--- config.mk ---
export PLATFORM = sky130hd
export DESIGN_NAME = tuner_ctrl
export DESIGN_NICKNAME = d
export VERILOG_FILES = /design/src/rtl/tuner_ctrl.sv
export SDC_FILE = /design/constraint.sdc
export NUM_CORES = 1
export LEC_CHECK = 0
export CORE_MARGIN = 8
export CORE_UTILIZATION = 40
export DETAILED_ROUTE_END_ITERATION = 16
export MAX_ROUTING_LAYER = met4
export PLACE_DENSITY_LB_ADDON = 0.25
export SKIP_CTS_REPAIR_TIMING = 1
export SLEW_MARGIN = 20
export SYNTH_ARGS = -nofsm -noshare
export SYNTH_HDL_FRONTEND = slang
export SYNTH_SLANG_ARGS = --single-unit
--- constraint.sdc ---
create_clock -name clk -period 6.43 [get_ports clk]
set_input_delay 0.643 -clock clk [delete_from_list [all_inputs] [get_ports clk]]
set_output_delay 0.643 -clock clk [all_outputs]
set_load 0.02 [all_outputs]
--- src/rtl/tuner_ctrl.sv ---
// Station-tuning controller: buttons -> DDS reload constant K and a BCD frequency readout.
// Optional hold-to-repeat stepping is built only when TUNER_AUTO_REPEAT_EN is defined.
module tuner_ctrl #(
    parameter int          width_dds = 32,
    parameter int          n_presets = 4,
    parameter int          f_min     = 875,
    parameter int          f_max     = 1080,
    parameter logic [63:0] K_base    = 64'd1565873493,
    parameter logic [63:0] K_step    = 64'd1789570,
    parameter int          rpt_delay = 16000,
    parameter int          rpt_rate  = 3200
) (
    input  logic                         clk,
    input  logic                         reset,
    input  logic                         en,
    input  logic                         btn_up,
    input  logic                         btn_down,
    input  logic                         btn_store,
    input  logic                         btn_recall,
    input  logic [$clog2(n_presets)-1:0] sel,
    output logic [width_dds-1:0]         K,
    output logic [15:0]                  freq_bcd,
    output logic                         busy,
    output logic                         k_valid
);

    localparam int N     = f_max - f_min + 1;
    localparam int IDX_W = $clog2(N);
    localparam int CNT_W = $clog2(IDX_W + 1);
    localparam int SEL_W = $clog2(n_presets);

    function automatic logic [15:0] to_bcd(input int v);
        return {4'(v / 1000 % 10), 4'(v / 100 % 10), 4'(v / 10 % 10), 4'(v % 10)};
    endfunction

    function automatic logic [15:0] bcd_inc(input logic [15:0] v);
        logic [15:0] r;
        logic        c;
        r = v;
        c = 1'b1;
        for (int d = 0; d < 4; d++) begin
            if (c) begin
                if (r[4*d +: 4] == 4'd9) r[4*d +: 4] = 4'd0;
                else begin
                    r[4*d +: 4] = r[4*d +: 4] + 4'd1;
                    c = 1'b0;
                end
            end
        end
        return r;
    endfunction

    function automatic logic [15:0] bcd_dec(input logic [15:0] v);
        logic [15:0] r;
        logic        b;
        r = v;
        b = 1'b1;
        for (int d = 0; d < 4; d++) begin
            if (b) begin
                if (r[4*d +: 4] == 4'd0) r[4*d +: 4] = 4'd9;
                else begin
                    r[4*d +: 4] = r[4*d +: 4] - 4'd1;
                    b = 1'b0;
                end
            end
        end
        return r;
    endfunction

    localparam logic [15:0]          BCD_MIN    = to_bcd(f_min);
    localparam logic [15:0]          BCD_MAX    = to_bcd(f_max);
    localparam logic [63:0]          K_TOP_FULL = K_base + 64'(N - 1) * K_step;
    localparam logic [width_dds-1:0] K_BASE_W   = K_base[width_dds-1:0];
    localparam logic [width_dds-1:0] K_STEP_W   = K_step[width_dds-1:0];
    localparam logic [width_dds-1:0] K_TOP_W    = K_TOP_FULL[width_dds-1:0];
    localparam logic [IDX_W-1:0]     IDX_MAX    = IDX_W'(N - 1);
    localparam logic [CNT_W-1:0]     CNT_LAST   = CNT_W'(IDX_W - 1);
    localparam logic [SEL_W:0]       NP         = (SEL_W + 1)'(n_presets);

    typedef enum logic [1:0] {S_IDLE, S_MUL, S_DONE} state_t;

    state_t                 state_reg;
    logic [width_dds-1:0]   k_reg, acc_reg, addend_reg;
    logic [15:0]            bcd_reg;
    logic [IDX_W-1:0]       idx_reg, mul_idx_reg;
    logic [CNT_W-1:0]       mul_cnt_reg;
    logic                   busy_reg, k_valid_reg;
    logic                   up_prev_reg, down_prev_reg, store_prev_reg, recall_prev_reg;
    logic [IDX_W-1:0]       preset_idx [n_presets];
    logic [15:0]            preset_bcd [n_presets];

    logic                   up_ev, down_ev, store_ev, recall_ev;
    logic                   step_up, step_down;
    logic [SEL_W-1:0]       sel_eff;

    assign up_ev     = en & btn_up     & ~up_prev_reg;
    assign down_ev   = en & btn_down   & ~down_prev_reg;
    assign store_ev  = en & btn_store  & ~store_prev_reg;
    assign recall_ev = en & btn_recall & ~recall_prev_reg;
    assign sel_eff   = ({1'b0, sel} < NP) ? sel : '0;

`ifdef TUNER_AUTO_REPEAT_EN
    localparam int RPT_MAX = (rpt_delay > rpt_rate) ? rpt_delay : rpt_rate;
    localparam int RPT_W   = $clog2(RPT_MAX + 1);

    logic [RPT_W-1:0] rpt_cnt_reg, rpt_cnt_next;
    logic             rpt_phase_reg, rpt_hold, rpt_fire;

    assign rpt_hold     = btn_up ^ btn_down;
    assign rpt_cnt_next = rpt_cnt_reg + 1'b1;
    // The first repeat waits rpt_delay ticks after the press, later ones rpt_rate.
    assign rpt_fire = en & rpt_hold & ~busy_reg & ~up_ev & ~down_ev &
                      (rpt_cnt_next == (rpt_phase_reg ? RPT_W'(rpt_rate) : RPT_W'(rpt_delay)));

    always_ff @(posedge clk) begin
        if (reset) begin
            rpt_cnt_reg   <= '0;
            rpt_phase_reg <= 1'b0;
        end else if (en) begin
            if (!rpt_hold || busy_reg || up_ev || down_ev) begin
                rpt_cnt_reg   <= '0;
                rpt_phase_reg <= 1'b0;
            end else if (rpt_fire) begin
                rpt_cnt_reg   <= '0;
                rpt_phase_reg <= 1'b1;
            end else begin
                rpt_cnt_reg   <= rpt_cnt_next;
            end
        end
    end
`endif

    always_comb begin
        step_up   = 1'b0;
        step_down = 1'b0;
        if (up_ev && !down_ev) step_up = 1'b1;
        else if (down_ev && !up_ev) step_down = 1'b1;
`ifdef TUNER_AUTO_REPEAT_EN
        else if (rpt_fire) begin
            step_up   = btn_up;
            step_down = btn_down;
        end
`endif
    end

    always_ff @(posedge clk) begin
        if (reset) begin
            state_reg       <= S_IDLE;
            k_reg           <= K_BASE_W;
            acc_reg         <= K_BASE_W;
            addend_reg      <= K_STEP_W;
            bcd_reg         <= BCD_MIN;
            idx_reg         <= '0;
            mul_idx_reg     <= '0;
            mul_cnt_reg     <= '0;
            busy_reg        <= 1'b0;
            k_valid_reg     <= 1'b0;
            up_prev_reg     <= 1'b0;
            down_prev_reg   <= 1'b0;
            store_prev_reg  <= 1'b0;
            recall_prev_reg <= 1'b0;
            for (int i = 0; i < n_presets; i++) begin
                preset_idx[i] <= '0;
                preset_bcd[i] <= BCD_MIN;
            end
        end else begin
            k_valid_reg <= 1'b0;
            if (en) begin
                up_prev_reg     <= btn_up;
                down_prev_reg   <= btn_down;
                store_prev_reg  <= btn_store;
                recall_prev_reg <= btn_recall;
            end
            case (state_reg)
                S_IDLE: begin
                    if (recall_ev) begin
                        idx_reg     <= preset_idx[sel_eff];
                        bcd_reg     <= preset_bcd[sel_eff];
                        mul_idx_reg <= preset_idx[sel_eff];
                        acc_reg     <= K_BASE_W;
                        addend_reg  <= K_STEP_W;
                        mul_cnt_reg <= '0;
                        busy_reg    <= 1'b1;
                        state_reg   <= S_MUL;
                    end else if (store_ev) begin
                        preset_idx[sel_eff] <= idx_reg;
                        preset_bcd[sel_eff] <= bcd_reg;
                    end else if (step_up) begin
                        k_valid_reg <= 1'b1;
                        if (idx_reg == IDX_MAX) begin
                            idx_reg <= '0;
                            k_reg   <= K_BASE_W;
                            bcd_reg <= BCD_MIN;
                        end else begin
                            idx_reg <= idx_reg + 1'b1;
                            k_reg   <= k_reg + K_STEP_W;
                            bcd_reg <= bcd_inc(bcd_reg);
                        end
                    end else if (step_down) begin
                        k_valid_reg <= 1'b1;
                        if (idx_reg == '0) begin
                            idx_reg <= IDX_MAX;
                            k_reg   <= K_TOP_W;
                            bcd_reg <= BCD_MAX;
                        end else begin
                            idx_reg <= idx_reg - 1'b1;
                            k_reg   <= k_reg - K_STEP_W;
                            bcd_reg <= bcd_dec(bcd_reg);
                        end
                    end
                end
                // LSB-first shift-add: K = K_base + idx * K_step, one index bit per cycle.
                S_MUL: begin
                    acc_reg     <= acc_reg + (mul_idx_reg[0] ? addend_reg : '0);
                    addend_reg  <= addend_reg << 1;
                    mul_idx_reg <= mul_idx_reg >> 1;
                    mul_cnt_reg <= mul_cnt_reg + 1'b1;
                    if (mul_cnt_reg == CNT_LAST) state_reg <= S_DONE;
                end
                S_DONE: begin
                    k_reg       <= acc_reg;
                    k_valid_reg <= 1'b1;
                    busy_reg    <= 1'b0;
                    state_reg   <= S_IDLE;
                end
                default: state_reg <= S_IDLE;
            endcase
        end
    end

    assign K        = k_reg;
    assign freq_bcd = bcd_reg;
    assign busy     = busy_reg;
    assign k_valid  = k_valid_reg;

endmodule
==> results by stage <==
Outcome:
- The run finished with clean final reports.

Detailed routing:
- In the final routed layout, each cell accounts on average for 21.0 µm.
- After detailed routing, the number of remaining DRC violations is 0.
- Using the TritonRoute via totals, the vias-per-cell ratio works out to 5.99.
- The number of search-and-repair iterations in the first detailed-routing pass is 5.
- In this run the remaining antenna-violating nets after routing total 0.
- The vias after detailed routing is 11900.
- The first routing iteration left 1246 violations.
- The routed wire length is 41.6 mm.

Clocking:
- The source-to-sink clock delay at the later pin of the worst-skew pair is 0.56 ns.
- The TritonCTS sink count is 235.
- The total CTS buffers is 27.
- The longest clock path from root to sink contains 3 buffers.
- The clock transition at the register clock pins on the worst setup and hold paths after CTS is 0.07 ns.
- In this run the number of H-tree levels came out at 1.
- The TritonCTS clock tree is built.
- The clock root buffer master is sky130_fd_sc_hd__clkbuf_16.

Global routing:
- The global-route usage over all layers is 0.202.
- Entering global routing, the biggest net connects 56 pins.
- The first global-routing pass estimated 65.7 mm of wire.
- The total overflow left after global routing is 0.
- The via count of the first global-routing pass was 11100.
- The number of antenna violations at the first check in global routing came to 0.

Synth:
- Counting every instance in the synthesized netlist gives 1525.
- The count of warnings emitted by yosys is 0.
- In this run, synthesis inferred 96 flip-flops with an integrated enable.
- In this run the mean area of a mapped cell was 9.18 µm².
- The post-synth design cell area is 14000 µm².
- For this run, the register share of the synthesized area comes to 0.405.
- Of all flip-flops after synthesis, the portion carrying an async set or reset was 0.
- When the netlist entered floorplanning its net count stood at 1573.
- The most instantiated flip-flop cell in the synthesis netlist is sky130_fd_sc_hd__dfxtp_1.
- After synthesis the netlist holds a flip-flop and latch count of 235.
- The distinct cell type count after synthesis is 95.

Layout:
- The number of flip-flops in the largest register is 64.
- The final-stage net count is 1553.
- The layout filler cell count is 3340.
- The number of antenna diodes in the final layout is 0.
- The ratio of cells with drive above 1 in the final layout is 0.0944.
- Relative to the synthesized area, the layout overhead comes to 12.2%.
- Once layout is complete, the utilization of the core stands at 0.455.
- Counting flops per register, the top entry is preset_bcd.

Power and ir drop:
- In this run the static leakage power is 5.68 nW.
- The worst ir drop on vdd is 0.000200 V.
- Dividing total power by cell area gives a power density of 282 nW/µm².

Hold path:
- The worst hold endpoint is acc_reg[0].
- The path class of the tightest hold or removal check is reg2reg.
- The startpoint identified for the worst hold timing path is acc_reg[0].
- Counting instances, the worst hold path has a depth of 1.

STA:
- The worst pin sits at a relative slew slack of 0.272.
- The pin slew with the least headroom to its limit is 1.09 ns.
- The final critical path time including I/O delays and setup is 3.71 ns.
- The max-slew violation count is 0.
- For this run, the top clock speed supported by timing is 269 MHz.
- The setup-violating endpoint count in the final report is 0.
- Setup repair after global routing left no endpoint under its margin.
- The share of the clock period used by the worst path is 0.577.
- The post-route setup TNS is 0 ns.
- The final hold violation count is 0.
- Across the routed clock network, the largest skew measured is 0.0145 ns.

Flow run:
- The tool flagged a number of max-cap violations equal to 0.

Worst setup path:
- The start-to-end type of the worst setup path is in2reg.
- In this run the worst path has a maximum fanout of 39.
- The depth of the worst register-to-register path is 12.
- The critical path launch point type is an input port.
- The end of the worst register-to-register path is acc_reg[29].
- STA classifies the critical path endpoint as a register.
- In this run the register-to-register setup slack is 2.83 ns.
- At the worst endpoint, the arrival time is 4.13 ns.
- The worst register-to-register path begins at mul_idx_reg[0].
- STA puts the critical path data required time at 6.85 ns.

Die:
- The die area is 41300 µm².
- The overall die height is 203 µm.
- Row generation in the floorplan step produced 68 rows.
- The chip width is 203 µm.
- The floorplan step defined a core boundary enclosing 34500 µm².
- The starting density of the core is 0.405.
- 59 I/O pins were placed.

Place:
- Summed over all nets, the half-perimeter wirelength after detailed placement is 27.9 mm.
- The final weighted congestion in routability-driven placement is 0.881.
- Port buffering added 58 buffers.
metrics by stage:
stage / hold WS (ns) / instance area [µm²] / setup slack, ns / std cells / power (mW)
4_1_cts: 0.467 / 15700 / 2.44 / 1980 / 4.44
2_1_floorplan: 0.412 / 14000 / 2.72 / 1525 / 2.44
3_3_place_gp: 0.432 / 14700 / 1.98 / 1931 / 2.71
5_1_grt: 0.481 / 15700 / 2.48 / 1980 / 4.61
3_5_place_dp: 0.449 / 14700 / 1.89 / 1931 / 2.72
6_report: 0.465 / 15700 / 2.72 / 1980 / 4.43
synthesized netlist by cell type (21+ instances only):
cell type                    n  area [µm²]
sky130_fd_sc_hd__and2_1    100         626
sky130_fd_sc_hd__nand2_1   108         405
sky130_fd_sc_hd__nand3_1    55         275
sky130_fd_sc_hd__nor3_1     53         265
sky130_fd_sc_hd__o21ai_0    79         395
sky130_fd_sc_hd__clkbuf_1   88         330
sky130_fd_sc_hd__dfxtp_1   139        2780
sky130_fd_sc_hd__xnor2_1    26         228
sky130_fd_sc_hd__xor2_1     22         193
sky130_fd_sc_hd__o211ai_1   27         203
sky130_fd_sc_hd__nor2_1    131         492
sky130_fd_sc_hd__a31oi_1    21         131
sky130_fd_sc_hd__ha_1       38         475
sky130_fd_sc_hd__a22o_1     24         210
sky130_fd_sc_hd__a21oi_1   107         536
sky130_fd_sc_hd__mux4_2     25         563
sky130_fd_sc_hd__inv_1      34         128
sky130_fd_sc_hd__edfxtp_1   96        2880
sky130_fd_sc_hd__nand2b_1   25         156
where the power goes:
| part | internal, mW | leakage, nW | switching, mW | total, mW |
|---|---|---|---|---|
| clock | 1.05 | 0.487 | 0.675 | 1.73 |
| sequential | 1.63 | 2.05 | 0.169 | 1.80 |
| combinational | 0.354 | 3.15 | 0.544 | 0.898 |
| total | 3.04 | 5.68 | 1.39 | 4.43 |
kinds of logic after synthesis:
group / share of synthesized area
AO/OA/AOI/OAI: 0.220
XOR/XNOR: 0.0300
adder cells (fa/ha/maj): 0.0354
buffers and inverters: 0.0549
flip-flops: 0.405
multiplexers: 0.0473
AND/OR/NAND/NOR: 0.207
layer usage:
| layer | wire [µm] | GRT usage |
|---|---|---|
| met5 | 0 | - |
| met4 | 945 | 0.0526 |
| met3 | 3060 | 0.0306 |
| met2 | 17700 | 0.285 |
| met1 | 19900 | 0.297 |
area by class of cell:
cell class | instances | area (µm²) | share of cell area
Sequential cell | 235 | 5670 | 0.361
Tap cell | 455 | 569 | 0.0362
Multi-Input combinational cell | 1127 | 7620 | 0.485
Inverter | 35 | 131 | 0.00836
Clock inverter | 19 | 275 | 0.0175
Timing Repair Buffer | 79 | 731 | 0.0465
Clock buffer | 30 | 717 | 0.0456
critical path: stages:
cell and delay (ns):
sky130_fd_sc_hd__clkdlybuf4s50_1 0.68, sky130_fd_sc_hd__nand3b_1 0.17, sky130_fd_sc_hd__inv_1 0.09, sky130_fd_sc_hd__ha_1 0.15, sky130_fd_sc_hd__buf_4 0.42, sky130_fd_sc_hd__inv_1 0.37, sky130_fd_sc_hd__nand2_2 0.59, sky130_fd_sc_hd__o21ai_0 0.18
sky130_fd_sc_hd__a21oi_1 0.47, sky130_fd_sc_hd__and3_1 0.24, sky130_fd_sc_hd__o21ai_0 0.09
worst max-delay path by stage:
stage,startpoint,to,slack [ns]
6_report,en,freq_bcd[4],2.72
2_1_floorplan,en,preset_bcd[3][0],2.72
3_5_place_dp,en,freq_bcd[4],1.89
4_1_cts,en,freq_bcd[4],2.44
5_1_grt,en,freq_bcd[4],2.48
3_3_place_gp,en,freq_bcd[4],1.98
placed cells by master, fill, tap and decap left out, types with 18 or more instances in the layout:
| cell type | n |
|---|---|
| sky130_fd_sc_hd__nand2_1 | 107 |
| sky130_fd_sc_hd__a31oi_1 | 21 |
| sky130_fd_sc_hd__a21o_1 | 18 |
| sky130_fd_sc_hd__xor2_1 | 22 |
| sky130_fd_sc_hd__ha_1 | 38 |
| sky130_fd_sc_hd__clkbuf_16 | 27 |
| sky130_fd_sc_hd__nor2_1 | 129 |
| sky130_fd_sc_hd__and2_1 | 100 |
| sky130_fd_sc_hd__dfxtp_1 | 139 |
| sky130_fd_sc_hd__edfxtp_1 | 96 |
| sky130_fd_sc_hd__buf_4 | 22 |
| sky130_fd_sc_hd__o21ai_0 | 78 |
| sky130_fd_sc_hd__nor3_1 | 53 |
| sky130_fd_sc_hd__a22o_1 | 24 |
| sky130_fd_sc_hd__xnor2_1 | 26 |
| sky130_fd_sc_hd__inv_1 | 34 |
| sky130_fd_sc_hd__a21oi_1 | 107 |
| sky130_fd_sc_hd__clkdlybuf4s50_1 | 56 |
| sky130_fd_sc_hd__mux4_2 | 25 |
| sky130_fd_sc_hd__nand2b_1 | 25 |
| sky130_fd_sc_hd__o211ai_1 | 27 |
| sky130_fd_sc_hd__nand3_1 | 55 |
Note: power is estimated with default switching activity, not from simulation.
==> RTL change (config.mk and constraints unchanged) <==
`f_max`: 1080 -> 270.
--- a/src/rtl/tuner_ctrl.sv
+++ b/src/rtl/tuner_ctrl.sv
@@ -4,7 +4,7 @@
     parameter int          width_dds = 32,
     parameter int          n_presets = 4,
     parameter int          f_min     = 875,
-    parameter int          f_max     = 1080,
+    parameter int          f_max     = 270,
     parameter logic [63:0] K_base    = 64'd1565873493,
     parameter logic [63:0] K_step    = 64'd1789570,
     parameter int          rpt_delay = 16000,
Check against the original RTL: not equivalent (Yosys sat finds a counterexample within 4 cycles, from zero or initial values and one cycle with reset high).
==> RTL change against the original RTL <==
  * Critical path depth decreased by 1
  * Final cell count increased by 44%
  * Design area increased by 49%
  * Count of clock-buffer cells in the layout increased by 27
  * Routed wire length increased by 56%
  * Total power increased by 46%
  * Worst setup slack got worse by 0.50 ns
  * Synthesized area increased by 49%
  * Sequential cell count increased by 146
  * First-iteration DRC count increased by 29%
  * Critical endpoint is now freq_bcd[15]
  * Largest power group unchanged
==> RTL change: results (changes against the original RTL) <==
.. list-table::
   :header-rows: 1

   * - Metric
     - Value
   * - Grt met2 use
     - 34.67% (+6.2 points)
   * - Maximum VDD drop
     - 0.1747 mV (-13%)
   * - Status
     - complete, no violations
   * - Worst Path Max Fanout
     - 16 (-59%)
   * - Final cell count without fillers
     - 2855 (+44%)
   * - Reg-to-reg critical path endpoint
     - freq_bcd[15]
   * - Overall Global Routing Usage
     - 21.74% (+1.5 points)
   * - Routability Congestion
     - 0.9043 (+2.6%)
   * - Worst hold-check slack
     - 0.4494 ns (-0.01549 ns)
   * - Number of cells in the design after placement
     - 2774 (+44%)
   * - Multiplexer fraction of the synthesized cell area
     - 5.760% (+1.0 points)
   * - Met1 usage
     - 27.31% (-2.4 points)
   * - Worst endpoint data arrival time
     - 4.66 ns (+0.53 ns)
   * - Cell type group with the largest total delay on the critical path
     - simple AND/OR/NAND/NOR gates
   * - Slowest CP cell
     - sky130_fd_sc_hd__nor3_1
   * - Layout Skew
     - 0.02523 ns (+0.01073 ns)
   * - Most area-consuming cells after synthesis
     - sky130_fd_sc_hd__edfxtp_1 (28%), sky130_fd_sc_hd__dfxtp_1 (18%), sky130_fd_sc_hd__and2_1 (5.3%)
   * - Clock insertion delay at the later pin of the skew report
     - 0.58 ns (+0.02 ns)
   * - Maximum number of pins on one net before global-route repair
     - 53 (-5.4%)
   * - Number of clock buffers inserted by TritonCTS
     - 43 (+59%)
   * - Fraction of the mapped netlist area in adder cells
     - 2.853% (-0.68 points)
   * - R2r setup slk
     - 2.22 ns (-0.61 ns)
   * - Leakage power summed over all cells
     - 8.327 nW (+47%)
   * - Detail Placement HPWL
     - 41.91 mm (+50%)
   * - First-pass DRT Iterations
     - 6 (+1)
   * - Classification of the worst setup path
     - reg -> reg
   * - Max transition margin
     - 25.35% (-1.8 points)
   * - First-pass GRT wire length
     - 100.5 mm (+53%)
   * - Sw Ratio
     - 29.91% (-1.5 points)
   * - Avg Synthesized Cell Area
     - 9.532 µm² (+3.8%)
   * - Layout overhead on the synthesized area
     - 12.12% (about the same)
   * - Total of fill cells in the finished design
     - 4927 (+48%)
   * - Total number of nets in the final design
     - 2196 (+41%)
   * - CP max stage delay
     - 0.80 ns (+0.12 ns)
RTL change: changes by cell type after synthesis, moves of 37 or more:
cell | unedited run | this run
sky130_fd_sc_hd__and2_1 | 100 | 177
sky130_fd_sc_hd__dfxtp_1 | 139 | 189
sky130_fd_sc_hd__nor2_1 | 131 | 224
sky130_fd_sc_hd__clkbuf_1 | 88 | 172
sky130_fd_sc_hd__edfxtp_1 | 96 | 192
sky130_fd_sc_hd__nand2_1 | 108 | 145
RTL change: power groups by stage:
| stage | combinational, mW | sequential [mW] | clock (mW) |
|---|---|---|---|
| after floorplan | 0.826 | 2.82 | 0 |
| after global placement | 1.08 | 2.91 | 0 |
| after detailed placement | 1.09 | 2.92 | 0 |
| after CTS | 1.09 | 2.87 | 2.51 |
| after global routing | 1.21 | 2.89 | 2.60 |
| final | 1.11 | 2.87 | 2.46 |
RTL change: how the worst max path moves through the flow:
| stage | end | cells after the start | slack [ns] |
|---|---|---|---|
| finish | freq_bcd[15] | 10 | 2.22 |
| global route | freq_bcd[12] | 10 | 2.04 |
| CTS | freq_bcd[15] | 10 | 2.33 |
| detailed placement | freq_bcd[15] | 13 | 2.03 |
| global placement | freq_bcd[15] | 14 | 2.07 |
| floorplan | preset_bcd[3][0] | 4 | 1.01 |
RTL change: routing by layer:
layer  vias up  share of wire (%)
li1       7950                  -
met2       672                 47
met5         -                  0
met3       170                6.5
met4         0                4.1
met1      8464                 42
RTL change: logic make-up after synthesis:
group           after synthesis
xor+xnor                     78
fa+ha+maj                    47
flops                       381
compound gates              558
simple gates                812
mux                          60
buf+inv                     254
RTL change: cell type report:
class	instances	area share [%]
clock buffers	57	5.175
clock inverters	23	0.8072
inverters	62	0.9943
multi-input cells	1555	44.76
flip-flops and latches	381	40.80
well taps	680	3.635
repair buffers	97	3.828
